File: src/rtl/cpu_dma_engine_if.sv
// ============================================================================
//  Module   : cpu_dma_engine_if
//  Purpose  : CPU snoop, halt handshake and system-bus signals of the DMA engine.
//  Revision : 1.0
// ============================================================================
`default_nettype none

interface cpu_dma_engine_if #(
    parameter int NUM_CH = 2
);
    logic [15:0]       cpu_addr;
    logic [7:0]        cpu_data_out;
    logic              cpu_rw;
    logic              halt_ack;
    logic [7:0]        dma_data_in;
    logic              cpu_halt;
    logic              bus_own;
    logic [15:0]       dma_addr;
    logic [7:0]        dma_data_out;
    logic              dma_rw;
    logic [NUM_CH-1:0] busy;
    logic [NUM_CH-1:0] done;

    // The DMA engine is the master of the shared bus.
    modport master (
        input  cpu_addr, cpu_data_out, cpu_rw, halt_ack, dma_data_in,
        output cpu_halt, bus_own, dma_addr, dma_data_out, dma_rw, busy, done
    );

    modport slave (
        output cpu_addr, cpu_data_out, cpu_rw, halt_ack, dma_data_in,
        input  cpu_halt, bus_own, dma_addr, dma_data_out, dma_rw, busy, done
    );
endinterface

`default_nettype wire

File: src/rtl/cpu_dma_engine.sv
// ============================================================================
//  Module   : cpu_dma_engine
//  Purpose  : Multi-channel bus-master DMA (page-to-address copy) for the 2a03.
//             Optional macro CPU_DMA_ALIGN_EN adds an even-cycle ALIGN state.
//  Revision : 1.0
// ============================================================================
`default_nettype none

module cpu_dma_engine #(
    parameter int          NUM_CH    = 2,
    parameter int          LEN_W     = 8,
    parameter logic [15:0] REG_BASE  = 16'h4014,
    parameter int          DST_INC   = 0,
    parameter logic [15:0] DST_RESET = 16'h2004
) (
    input  wire logic        clock,
    input  wire logic        nreset,
    cpu_dma_engine_if.master bus
);

    localparam int CH_W = (NUM_CH > 1) ? $clog2(NUM_CH) : 1;
    localparam int WIN  = 4 * NUM_CH;

    typedef enum logic [2:0] {
        S_IDLE  = 3'd0,
        S_HALT  = 3'd1,
        S_READ  = 3'd2,
        S_WRITE = 3'd3,
        S_DONE  = 3'd4
`ifdef CPU_DMA_ALIGN_EN
        , S_ALIGN = 3'd5
`endif
    } state_t;

    state_t            r_state;
    state_t            w_next;

    logic [7:0]        r_page [NUM_CH];
    logic [LEN_W-1:0]  r_len  [NUM_CH];
    logic [15:0]       r_dest [NUM_CH];
    logic [NUM_CH-1:0] r_pend;
    logic [NUM_CH-1:0] r_busy;
    logic [CH_W-1:0]   r_ch;
    logic [LEN_W-1:0]  r_idx;
    logic [7:0]        r_byte;
`ifdef CPU_DMA_ALIGN_EN
    logic              r_parity;
`endif

    logic [15:0]       w_off;
    logic              w_hit;
    logic [CH_W-1:0]   w_ch;
    logic [1:0]        w_reg;
    logic              w_engaged;
    logic [NUM_CH-1:0] w_cur_oh;
    logic [NUM_CH-1:0] w_active;
    logic              w_wr;
    logic [NUM_CH-1:0] w_start;
    logic [NUM_CH-1:0] w_cand;
    logic [CH_W-1:0]   w_sel;
    logic              w_sel_vld;
    logic              w_load;
    logic [LEN_W-1:0]  w_idx_nxt;
    logic              w_last;
    logic [15:0]       w_src;

    // Register window decode; a write to the channel currently owning the bus is dropped.
    assign w_off     = bus.cpu_addr - REG_BASE;
    assign w_hit     = (w_off < 16'(WIN));
    assign w_ch      = w_off[CH_W+1:2];
    assign w_reg     = w_off[1:0];
    assign w_engaged = (r_state == S_READ) || (r_state == S_WRITE) || (r_state == S_DONE)
`ifdef CPU_DMA_ALIGN_EN
                       || (r_state == S_ALIGN)
`endif
                       ;
    assign w_cur_oh  = NUM_CH'(1) << r_ch;
    assign w_active  = w_engaged ? w_cur_oh : '0;
    assign w_wr      = !bus.cpu_rw && w_hit && !w_active[w_ch];
    assign w_start   = (w_wr && (w_reg == 2'd0)) ? (NUM_CH'(1) << w_ch) : '0;
    assign w_cand    = r_pend | w_start;

    assign w_idx_nxt = r_idx + LEN_W'(1);
    assign w_last    = (w_idx_nxt == r_len[r_ch]);
    assign w_src     = {r_page[r_ch], 8'(r_idx)};

    // Fixed priority: lowest index wins.
    always_comb begin
        w_sel     = '0;
        w_sel_vld = 1'b0;
        for (int i = NUM_CH - 1; i >= 0; i--) begin
            if (w_cand[i]) begin
                w_sel     = CH_W'(i);
                w_sel_vld = 1'b1;
            end
        end
    end

    always_comb begin
        w_next = r_state;
        w_load = 1'b0;
        case (r_state)
            S_IDLE:  if (w_sel_vld) w_next = S_HALT;
            S_HALT: begin
                if (bus.halt_ack && w_sel_vld) begin
                    w_load = 1'b1;
`ifdef CPU_DMA_ALIGN_EN
                    w_next = r_parity ? S_ALIGN : S_READ;
`else
                    w_next = S_READ;
`endif
                end
            end
`ifdef CPU_DMA_ALIGN_EN
            S_ALIGN: w_next = S_READ;
`endif
            S_READ:  w_next = S_WRITE;
            S_WRITE: w_next = w_last ? S_DONE : S_READ;
            S_DONE: begin
                // Chained channel keeps the CPU halted and skips the handshake.
                if (w_sel_vld) begin
                    w_load = 1'b1;
                    w_next = S_READ;
                end else begin
                    w_next = S_IDLE;
                end
            end
            default: w_next = S_IDLE;
        endcase
    end

    always_ff @(posedge clock) begin
        if (nreset) begin
            r_state <= S_IDLE;
            r_pend  <= '0;
            r_busy  <= '0;
            r_ch    <= '0;
            r_idx   <= '0;
            r_byte  <= '0;
            for (int i = 0; i < NUM_CH; i++) begin
                r_page[i] <= '0;
                r_len[i]  <= '0;
                r_dest[i] <= DST_RESET;
            end
        end else begin
            r_state <= w_next;
            r_pend  <= (r_pend | w_start) & ~(w_load ? (NUM_CH'(1) << w_sel) : '0);
            r_busy  <= (r_busy | w_start) & ~((r_state == S_DONE) ? w_cur_oh : '0);

            if (w_wr) begin
                case (w_reg)
                    2'd0:    r_page[w_ch]       <= bus.cpu_data_out;
                    2'd1:    r_len[w_ch]        <= bus.cpu_data_out[LEN_W-1:0];
                    2'd2:    r_dest[w_ch][7:0]  <= bus.cpu_data_out;
                    default: r_dest[w_ch][15:8] <= bus.cpu_data_out;
                endcase
            end

            if (w_load) begin
                r_ch  <= w_sel;
                r_idx <= '0;
            end

            if (r_state == S_READ) r_byte <= bus.dma_data_in;

            if (r_state == S_WRITE) begin
                r_idx <= w_idx_nxt;
                if (DST_INC != 0) r_dest[r_ch] <= r_dest[r_ch] + 16'd1;
            end
        end
    end

`ifdef CPU_DMA_ALIGN_EN
    always_ff @(posedge clock) begin
        if (nreset) r_parity <= 1'b0;
        else        r_parity <= ~r_parity;
    end
`endif

    // Outputs depend only on state and registers.
    logic        w_bus_own;
    logic        w_rw;
    logic [15:0] w_addr;
    logic [7:0]  w_dout;

    always_comb begin
        w_bus_own = 1'b0;
        w_rw      = 1'b1;
        w_addr    = '0;
        w_dout    = '0;
        case (r_state)
`ifdef CPU_DMA_ALIGN_EN
            S_ALIGN: begin
                w_bus_own = 1'b1;
                w_addr    = w_src;
            end
`endif
            S_READ: begin
                w_bus_own = 1'b1;
                w_addr    = w_src;
            end
            S_WRITE: begin
                w_bus_own = 1'b1;
                w_rw      = 1'b0;
                w_addr    = r_dest[r_ch];
                w_dout    = r_byte;
            end
            default: ;
        endcase
    end

    assign bus.cpu_halt     = (r_state != S_IDLE);
    assign bus.bus_own      = w_bus_own;
    assign bus.dma_rw       = w_rw;
    assign bus.dma_addr     = w_addr;
    assign bus.dma_data_out = w_dout;
    assign bus.busy         = r_busy;
    assign bus.done         = (r_state == S_DONE) ? w_cur_oh : '0;

endmodule

`default_nettype wire

File: src/flat_wrapper.sv
// flat-port wrapper written by rule: the top's interface ports become plain ports
module cpu_dma_engine_flat 
#(
    parameter int          NUM_CH    = 2,
    parameter int          LEN_W     = 8,
    parameter logic [15:0] REG_BASE  = 16'h4014,
    parameter int          DST_INC   = 0,
    parameter logic [15:0] DST_RESET = 16'h2004
)
  (clock, nreset, bus_cpu_addr, bus_cpu_data_out, bus_cpu_rw, bus_halt_ack, bus_dma_data_in, bus_cpu_halt, bus_bus_own, bus_dma_addr, bus_dma_data_out, bus_dma_rw, bus_busy, bus_done);
  cpu_dma_engine_if #(.NUM_CH(NUM_CH)) bus_i ();
  input  wire logic clock;
  input  wire logic nreset;
  input wire logic [$bits(bus_i.cpu_addr)-1:0] bus_cpu_addr;
  input wire logic [$bits(bus_i.cpu_data_out)-1:0] bus_cpu_data_out;
  input wire logic [$bits(bus_i.cpu_rw)-1:0] bus_cpu_rw;
  input wire logic [$bits(bus_i.halt_ack)-1:0] bus_halt_ack;
  input wire logic [$bits(bus_i.dma_data_in)-1:0] bus_dma_data_in;
  output wire logic [$bits(bus_i.cpu_halt)-1:0] bus_cpu_halt;
  output wire logic [$bits(bus_i.bus_own)-1:0] bus_bus_own;
  output wire logic [$bits(bus_i.dma_addr)-1:0] bus_dma_addr;
  output wire logic [$bits(bus_i.dma_data_out)-1:0] bus_dma_data_out;
  output wire logic [$bits(bus_i.dma_rw)-1:0] bus_dma_rw;
  output wire logic [$bits(bus_i.busy)-1:0] bus_busy;
  output wire logic [$bits(bus_i.done)-1:0] bus_done;
  assign bus_i.cpu_addr = bus_cpu_addr;
  assign bus_i.cpu_data_out = bus_cpu_data_out;
  assign bus_i.cpu_rw = bus_cpu_rw;
  assign bus_i.halt_ack = bus_halt_ack;
  assign bus_i.dma_data_in = bus_dma_data_in;
  assign bus_cpu_halt = bus_i.cpu_halt;
  assign bus_bus_own = bus_i.bus_own;
  assign bus_dma_addr = bus_i.dma_addr;
  assign bus_dma_data_out = bus_i.dma_data_out;
  assign bus_dma_rw = bus_i.dma_rw;
  assign bus_busy = bus_i.busy;
  assign bus_done = bus_i.done;
  cpu_dma_engine #(.NUM_CH(NUM_CH), .LEN_W(LEN_W), .REG_BASE(REG_BASE), .DST_INC(DST_INC), .DST_RESET(DST_RESET)) u_core (.clock(clock), .nreset(nreset), .bus(bus_i));
endmodule
File: config.mk
export PLATFORM = sky130hd
export DESIGN_NAME = cpu_dma_engine_flat
export DESIGN_NICKNAME = d
export VERILOG_FILES = /design/src/rtl/cpu_dma_engine_if.sv /design/src/rtl/cpu_dma_engine.sv /design/src/flat_wrapper.sv
export SDC_FILE = /design/constraint.sdc
export NUM_CORES = 1
export LEC_CHECK = 0
export ABC_CLOCK_PERIOD_IN_PS = 3750
export BUFFER_PORTS_ARGS = -buffer_cell sky130_fd_sc_hd__buf_2
export CORE_UTILIZATION = 57
export DETAILED_ROUTE_END_ITERATION = 6
export PLACE_DENSITY = 0.8
export SYNTH_ARGS = -nofsm -noshare
export SYNTH_HDL_FRONTEND = slang
export SYNTH_SLANG_ARGS = --single-unit
export TNS_END_PERCENT = 30
File: constraint.sdc
create_clock -name clock -period 3.75 [get_ports clock]
set_input_delay 0.9375 -clock clock [delete_from_list [all_inputs] [get_ports clock]]
set_output_delay 0.9375 -clock clock [all_outputs]
set_load 0.02 [all_outputs]
# --- Word-level counts from Yosys, hierarchy flattened ---
# Memory sizes are Yosys's and may differ from the RTL's. A register that Yosys moved wholly into a read port is not among the register bits.
# Index checks and enable logic that the tools add are counted.
totals:
  reg_bits: 24
  ramBits: 64
  inputBits: 36
  output_inout_bits: 31
  word_cells: 105
  mem_count: 3
classes:
  n_addsub: 2
  n_lt_le_gt_ge: 2
  eq_ne: 9
  shift: 3
  mux: 56
  bitwise_logic: 6
  n_reduce_logical: 18
mem_list:
  columns: ["memory", "depth", "word_bits", "rd", "rd_ports_with_merged_regs", "wr", "line_no", "rtl"]
  rows:
  - ["u_core.r_dest", 2, 16, 1, 1, 2, "cpu_dma_engine.sv:40", "logic [15:0] r_dest [NUM_CH];"]
  - ["u_core.r_len", 2, 8, 1, 1, 2, "cpu_dma_engine.sv:39", "logic [LEN_W-1:0] r_len [NUM_CH];"]
  - ["u_core.r_page", 2, 8, 1, 1, 2, "cpu_dma_engine.sv:38", "logic [7:0] r_page [NUM_CH];"]
op_table:
  columns: ["operator", "n"]
  rows:
  - ["2-to-1 mux 8 bit", 5]
  - ["2-to-1 mux 1 bit", 38]
  - ["one-hot mux 16 bit (2 select lines)", 1]
  - ["less-than comparator 16 x 4 -> 1 bit, second input constant", 1]
  - ["2-to-1 mux 16 bit", 1]
  - ["OR reduction 16 bit", 1]
  - ["OR reduction 8 bit", 2]
  - ["subtractor 16 x 15 -> 16 bit, second input constant", 1]
  - ["one-hot mux 3 bit (5 select lines)", 1]
  - ["2-to-1 mux 2 bit", 6]
  - ["2-to-1 mux 3 bit", 3]
  - ["adder 8 x 1 -> 8 bit, second input constant", 1]
  - ["== test 8 bit", 1]
  - ["== test 3 x 2 -> 1 bit, second input constant", 2]
  - ["left shift 1 x 1 -> 2 bit, first input constant", 3]
  - ["AND 2 bit", 2]
  - ["logical AND 1 bit", 4]
  - ["!= test 2 x 1 -> 1 bit, second input constant", 2]
  - ["inverter 2 bit", 2]
  - ["bitwise OR 2 bit", 2]
  - ["== test 3 x 1 -> 1 bit, second input constant", 1]
  - ["== test 3 bit, second input constant", 1]
  - ["zero test 3 bit", 1]
  - ["nonzero test 3 bit", 1]
  - ["other kinds (11)", 13]

# --- Longest topological paths before layout ---
# Gate-level depths: netlist (run 1).
depth:
  ltp_word: 19
  ltp_mapped: 9

# --- Worst setup path after synthesis (run 1) ---
# No wires, ideal clock.
synth_timing:
  path_kind: "input to register"
  startpoint: "in bus_cpu_addr[2]"
  endpoint: "mem u_core.r_len[0][0], enable pin"
  setup_ns: 0.330
  t_arrival_ns: 3.089
  required_time_ns: 3.420
  path_slack_ns: 0.331
  stages: 9
  n_path_buf: 1
  cell_sequence: "inv_1 > ha_1 > or3b_2 > nor4_4 > o2111ai_2 > or4b_1 > buf_6 > nor2_4 > or2_1"
synth_lines:
  columns: ["element", "line_no", "rtl"]
  rows:
  - ["start, declared", "flat_wrapper.sv:14", "input wire logic [$bits(bus_i.cpu_addr)-1:0] bus_cpu_addr;"]
  - ["end, declared", "cpu_dma_engine.sv:39", null]

==> results.yml, run 1 <==
status:
  outcome: "completed"
logic_synthesis:
  synth_common_cells: "edfxtp_1, and2_1, nor2_1"
  synth_edf_count: 64
  synth_area_leader_cell: "edfxtp_1"
  synth-main-ff-cell: "edfxtp_1"
  yosys-top-cells-area: "edfxtp_1, dfxtp_1, and2_1"
  yosysWarnings: 0
  async_flop_share: 0
  yosysSeqAreaShare: 0.5397
  synth.top_cell.area_share: 0.4282
  synth.most_common_cell: "edfxtp_1"
  mappedNetlistNets: 436
  synth_cells: 398
  synth_area_um2: 4488
  synth-seq-cells: 89
  avgSynthCellArea_um2: 11.28
  ys_types: 48
floorplan:
  die_w_um: 90.74
  initial_core_util: 0.6027
  io-pin-count: 67
  dieArea_um2: 8233
  die_h_um: 90.74
  coreArea_um2: 7447
  rows: 31
drt:
  wl_per_cell_um: 16.71
  first_pass_iters: 5
  remaining_drc_errors: 0
  drtAntennaViolNets: 0
  first_iter_violations: 210
  viasPerCell: 5.649
  wl_um: 9627
  num_vias: 3254
clocking:
  cts_resized: 0
  path_clk_slew_ns: 0.09
  htree_levels: 3
  holdBufCountCts: 0
  numCtsBuffers: 9
  clk-insertion-delay-late_ns: 0.36
  post_cts_buffers: 0
  cts_root_buf: "clkbuf_8"
  cts_max_path_buffers: 2
  cts_tree: "done"
  cts.sinks: 89
global_route:
  grt_start_max_net_pins: 30
  grt_usage: 0.2528
  grt_pass1_wl_um: 15880
  grt_pass1_vias: 3104
  antenna_found_initial: 0
  grt-ovfl-total: 0
place:
  hpwlAfterDp_um: 6897
  gp_congestion: 0.9100
  portBuffers: 66
  dp_slack_ns: 0.01445
setup_path:
  arrival_ns: 3.39
  critPathMaxStageDelay_ns: 0.72
  path_max_fanout: 9
  critPathLaunchType: "input port"
  rr_startpoint: "u_core.r_state[1]$_SDFFE_PP0P_"
  path_cells: "buf_2 -> inv_1 -> ha_1 -> or3b_2 -> nor4_4 -> o2111ai_2 -> or4b_1 -> nor2_4 -> or2_1"
  regToRegEndpoint: "u_core.r_len[0][6]$_SDFFCE_PN0P_"
  crit_type: "input port to flip-flop"
  r2r_setup_slack_ns: 0.91
  cpMaxStageDelayCell: "or4b_1"
  end_kind: "flip-flop"
  reg2reg_depth: 6
  critPathRequiredTime_ns: 3.78
sta:
  slew_violations: 0
  setup_viol: 0
  slew_headroom: 0.5333
  rsz0062_at_grt: "false"
  fin_tns_setup_ns: 0
  fin_skew_ns: 0.01066
  fin_ws_ns: 0.3931
  fin_crit_sh: 0.8952
  clock.fmax_ghz: 0.2979
  hold_viol: 0
  tightest_slew_ns: 0.6991
  finalCriticalPeriod_ns: 3.357
final_layout:
  nNetsFinal: 510
  num_antenna_cells: 0
  drive_gt1_frac: 0.2621
  syn2layout_area_growth_pct: 15.25
power_and_ir_drop:
  power-per-cell-area_nw_per_um2: 355.8
  p_leak_nw: 2.012
  peakVddDrop_uv: 276.1
flow_run:
  max_cap_viol_count: 0
worst_hold_path:
  whs_endpoint: "u_core.r_byte[3]$_SDFFE_PP0P_"
  min_from: "u_core.r_byte[3]$_SDFFE_PP0P_"
  hold_depth: 2
  hp-class: "flip-flop to flip-flop"
-- state kept, by name, indices dropped and copies added (netlist names), named ones only --
signal,flops
u_core.bus.busy,2
u_core.r_byte,8
u_core.r_ch,1
u_core.r_dest,32
u_core.r_idx,8
u_core.r_len,16
u_core.r_page,16
u_core.r_pend,2
u_core.r_state,3
-- worst max-delay path, delay by kind of cell --
family | cells | cell delay, ns
compound gates | 1 | 0.15
fa+ha+maj | 1 | 0.26
buf+inv | 2 | 0.14
simple gates | 5 | 1.89
-- cells by family after synthesis --
kind of cell    synth area share
simple gates              0.2428
flops                     0.5397
compound gates           0.08782
buf+inv                  0.02453
mux                      0.07806
xor+xnor                 0.02147
fa+ha+maj               0.005575
-- worst max path at each step --
stage	to	from	cells past startpoint	slack, ns
global route	u_core.r_len[0][6]$_SDFFCE_PN0P_	bus_cpu_addr[3]	9	0.24
floorplan	u_core.r_len[0][0]$_SDFFCE_PN0P_	bus_cpu_addr[2]	9	0.33
detailed placement	u_core.r_len[0][6]$_SDFFCE_PN0P_	bus_cpu_addr[3]	9	0.01
CTS	u_core.r_len[0][6]$_SDFFCE_PN0P_	bus_cpu_addr[3]	9	0.38
global placement	u_core.r_len[0][2]$_SDFFCE_PN0P_	bus_cpu_addr[2]	9	0.08
finish	u_core.r_len[0][6]$_SDFFCE_PN0P_	bus_cpu_addr[3]	9	0.39
-- metal layers --
metal	wire, um	GRT usage	part of all wire
met1	4283	0.3283	0.44
met3	462	0.03451	0.048
met2	4749	0.4331	0.49
met4	131	0.09005	0.014
met5	0	0	0
-- report_power, final --
| part | switching (mW) | leakage (nW) | total (mW) | internal (mW) |
|---|---|---|---|---|
| Sequential | 0.00665 | 0.856 | 1.08 | 1.07 |
| Combinational | 0.0531 | 1.05 | 0.0862 | 0.0331 |
| Clock | 0.362 | 0.102 | 0.678 | 0.316 |
| Total | 0.422 | 2.01 | 1.84 | 1.42 |
-- cell type report --
cell class / instances / area (um2)
clock buffers: 9 / 123.9
clock inverters: 7 / 77.57
fillers: 569 / 2275
inverters: 7 / 26.28
multi-input cells: 284 / 1956
flip-flops and latches: 89 / 2422
well taps: 99 / 123.9
repair buffers: 81 / 442.9
-- metrics by stage --
stage	area [um2]	std cells	util	hold slack [ns]	power (mW)
2_1_floorplan	4488	398	-	0.4489	1.139
3_3_place_gp	4971	560	0.6675	0.4570	1.181
3_5_place_dp	4971	560	0.6675	0.4697	1.185
4_1_cts	5172	576	0.6946	0.4826	1.845
5_1_grt	5172	576	0.6946	0.5105	1.893
6_report	5172	576	0.6946	0.4783	1.840
-- cells in the final DEF, fill, tap and decap left out, types with 2 or more instances in the layout --
cell       n
or3b_2     2
xor2_1     5
nand2_1   17
nor2b_1   10
mux4_2     8
buf_4     15
nor3_1     5
a21oi_1   18
edfxtp_1  64
ha_1       2
or3_1      5
nand3_1    5
o31ai_1    2
o31a_1     2
a31oi_1    2
and2_1    63
nor2_1    29
dfxtp_1   25
nor4b_1    2
or2_2      9
inv_1      7
nor2_4     4
a211oi_1  11
clkbuf_8   9
inv_6      2
o21a_1     5
and3_1    11
xnor2_1    6
nand2b_1   7
mux2i_1   17
buf_2     66
and4_1     2
nor4_1     2
a21o_1     2
o21ai_0   18
Power figures use the tool's default switching activity.
==> run 2: changes to the inputs <==
CORE_ASPECT_RATIO = 0.8   (was default)
CORE_MARGIN = 5   (was default)
==> run 2 against run 1 <==
  * Non-clock buffer count stayed put
  * Wire length rose by 8.7%
  * Flip-flop and latch count unchanged
  * Global-route usage fell by 2.4 points
  * Sequential share of layout area up 0.24 points
  * Largest cell class unchanged
==> results.yml, run 2 (synthesis results as in run 1) <==
status:
  outcome: "completed"
floorplan:
  dieArea_um2: 9759
  initial_core_util: 0.5753
  io-pin-count: 67
  rows: 29
  die_h_um: 89.37
  coreArea_um2: 7801
  die_w_um: 109.2
clocking:
  cts_tree: "done"
  cts_root_buf: "clkbuf_8"
  cts_max_path_buffers: 2
  htree_levels: 3
  cts_resized: 0
  numCtsBuffers: 9
  path_clk_slew_ns: 0.08
  cts.sinks: 89
  clk-insertion-delay-late_ns: 0.35
  holdBufCountCts: 0
  post_cts_buffers: 0
global_route:
  grt-ovfl-total: 0
  grt_pass1_wl_um: 16530
  grt_start_max_net_pins: 30
  grt_pass1_vias: 3128
  antenna_found_initial: 0
  grt_usage: 0.2288
drt:
  first_iter_violations: 274
  viasPerCell: 5.569
  first_pass_iters: 5
  drtAntennaViolNets: 0
  remaining_drc_errors: 0
  num_vias: 3258
  wl_um: 10460
  wl_per_cell_um: 17.89
setup_path:
  critPathRequiredTime_ns: 3.81
  reg2reg_depth: 7
  path_cells: "buf_2 -> inv_1 -> ha_1 -> or3b_2 -> nor4_4 -> o2111ai_2 -> or4b_1 -> buf_4 -> nor2_4 -> or2_2"
  end_kind: "flip-flop"
  arrival_ns: 3.31
  cpMaxStageDelayCell: "or4b_1"
  critPathLaunchType: "input port"
  path_depth: 10
  crit_type: "input port to flip-flop"
  path_max_fanout: 8
  critPathMaxStageDelay_ns: 0.56
  path_buf_inv: 3
  path_delay_family: "simple AND/OR/NAND/NOR gates"
final_layout:
  num_antenna_cells: 0
  regMostFlops: "u_core.r_dest"
  fillers: 598
  top_regs: "u_core.r_dest x32, u_core.r_len x16, u_core.r_page x16"
  final_common_cell: "buf_2"
  nNetsFinal: 510
  seq_area_um2: 2422
  syn2layout_area_growth_pct: 14.66
  drive_gt1_frac: 0.2558
  fin_cells: 585
  largest_register_ffs: 32
  multi_input_area_um2: 1956
  final_cell_mix: "buf_2, edfxtp_1, and2_1"
sta:
  rsz0062_at_grt: "false"
  slew_headroom: 0.5862
  fin_crit_sh: 0.8689
  finalCriticalPeriod_ns: 3.258
  tightest_slew_ns: 0.6194
  slew_violations: 0
  fin_tns_setup_ns: 0
  setup_viol: 0
  hold_viol: 0
  fin_skew_ns: 0.009626
  clock.fmax_ghz: 0.3069
worst_hold_path:
  hold_depth: 2
  hp-class: "flip-flop to flip-flop"
place:
  gp_congestion: 0.8044
  place_inst: 569
  hpwlAfterDp_um: 7859
  portBuffers: 66
power_and_ir_drop:
  p_total_mw: 1.737
  peakVddDrop_uv: 156.4
  power-per-cell-area_nw_per_um2: 337.5
  p_leak_nw: 1.985
flow_run:
  max_cap_viol_count: 0
[run 2: worst paths after layout]
| path | end | slack, ns | from |
|---|---|---|---|
| max | u_core.r_dest[0][13]$_SDFFCE_PN1P_ | 0.49 | bus_cpu_addr[2] |
| min | u_core.r_byte[7]$_SDFFE_PP0P_ | 0.48 | u_core.r_byte[7]$_SDFFE_PP0P_ |
| max reg2reg | u_core.r_dest[0][13]$_SDFFCE_PN1P_ | 1.06 | u_core.r_state[1]$_SDFFE_PP0P_ |
| min reg2reg | u_core.r_byte[7]$_SDFFE_PP0P_ | 0.48 | u_core.r_byte[7]$_SDFFE_PP0P_ |
[run 2: cell type report]
class,instances,area share
Tap cell,108,0.02626
Multi-Input combinational cell,284,0.3800
Inverter,7,0.005106
Clock buffer,11,0.02553
Timing Repair Buffer,81,0.08607
Sequential cell,89,0.4707
Clock inverter,5,0.006321
[run 2: stage by stage]
| stage | instance area, um2 | util | setup slack, ns | hold slack [ns] |
|---|---|---|---|---|
| CTS | 5146 | 0.6597 | 0.4611 | 0.4762 |
| floorplan | 4488 | - | 0.3312 | 0.4489 |
| detailed placement | 4982 | 0.6387 | 0.08080 | 0.4642 |
| finish | 5146 | 0.6597 | 0.4917 | 0.4753 |
| global route | 5146 | 0.6597 | 0.3230 | 0.5011 |
| global placement | 4982 | 0.6387 | 0.1873 | 0.4574 |
[run 2: power breakdown]
part	switching, mW	total (mW)	leakage, nW	internal (mW)
Clock	0.332	0.571	0.0770	0.239
Combinational	0.0552	0.0882	1.05	0.0330
Sequential	0.00783	1.08	0.856	1.07
[run 2: layer usage]
layer | part of all wire | vias up | GRT usage
met5 | 0 | - | 0
met4 | 0.021 | 0 | 0.07928
met3 | 0.078 | 17 | 0.05271
met2 | 0.46 | 124 | 0.3590
met1 | 0.44 | 1534 | 0.3163
li1 | - | 1583 | -
[run 2: worst register-to-register path: cells and delay by family (launching register included)]
kind / cells / cell delay [ns]
buffers and inverters: 1 / 0.21
DFF: 1 / 0.64
AOI/OAI and AO/OA: 1 / 0.14
and+or+nand+nor: 5 / 1.40
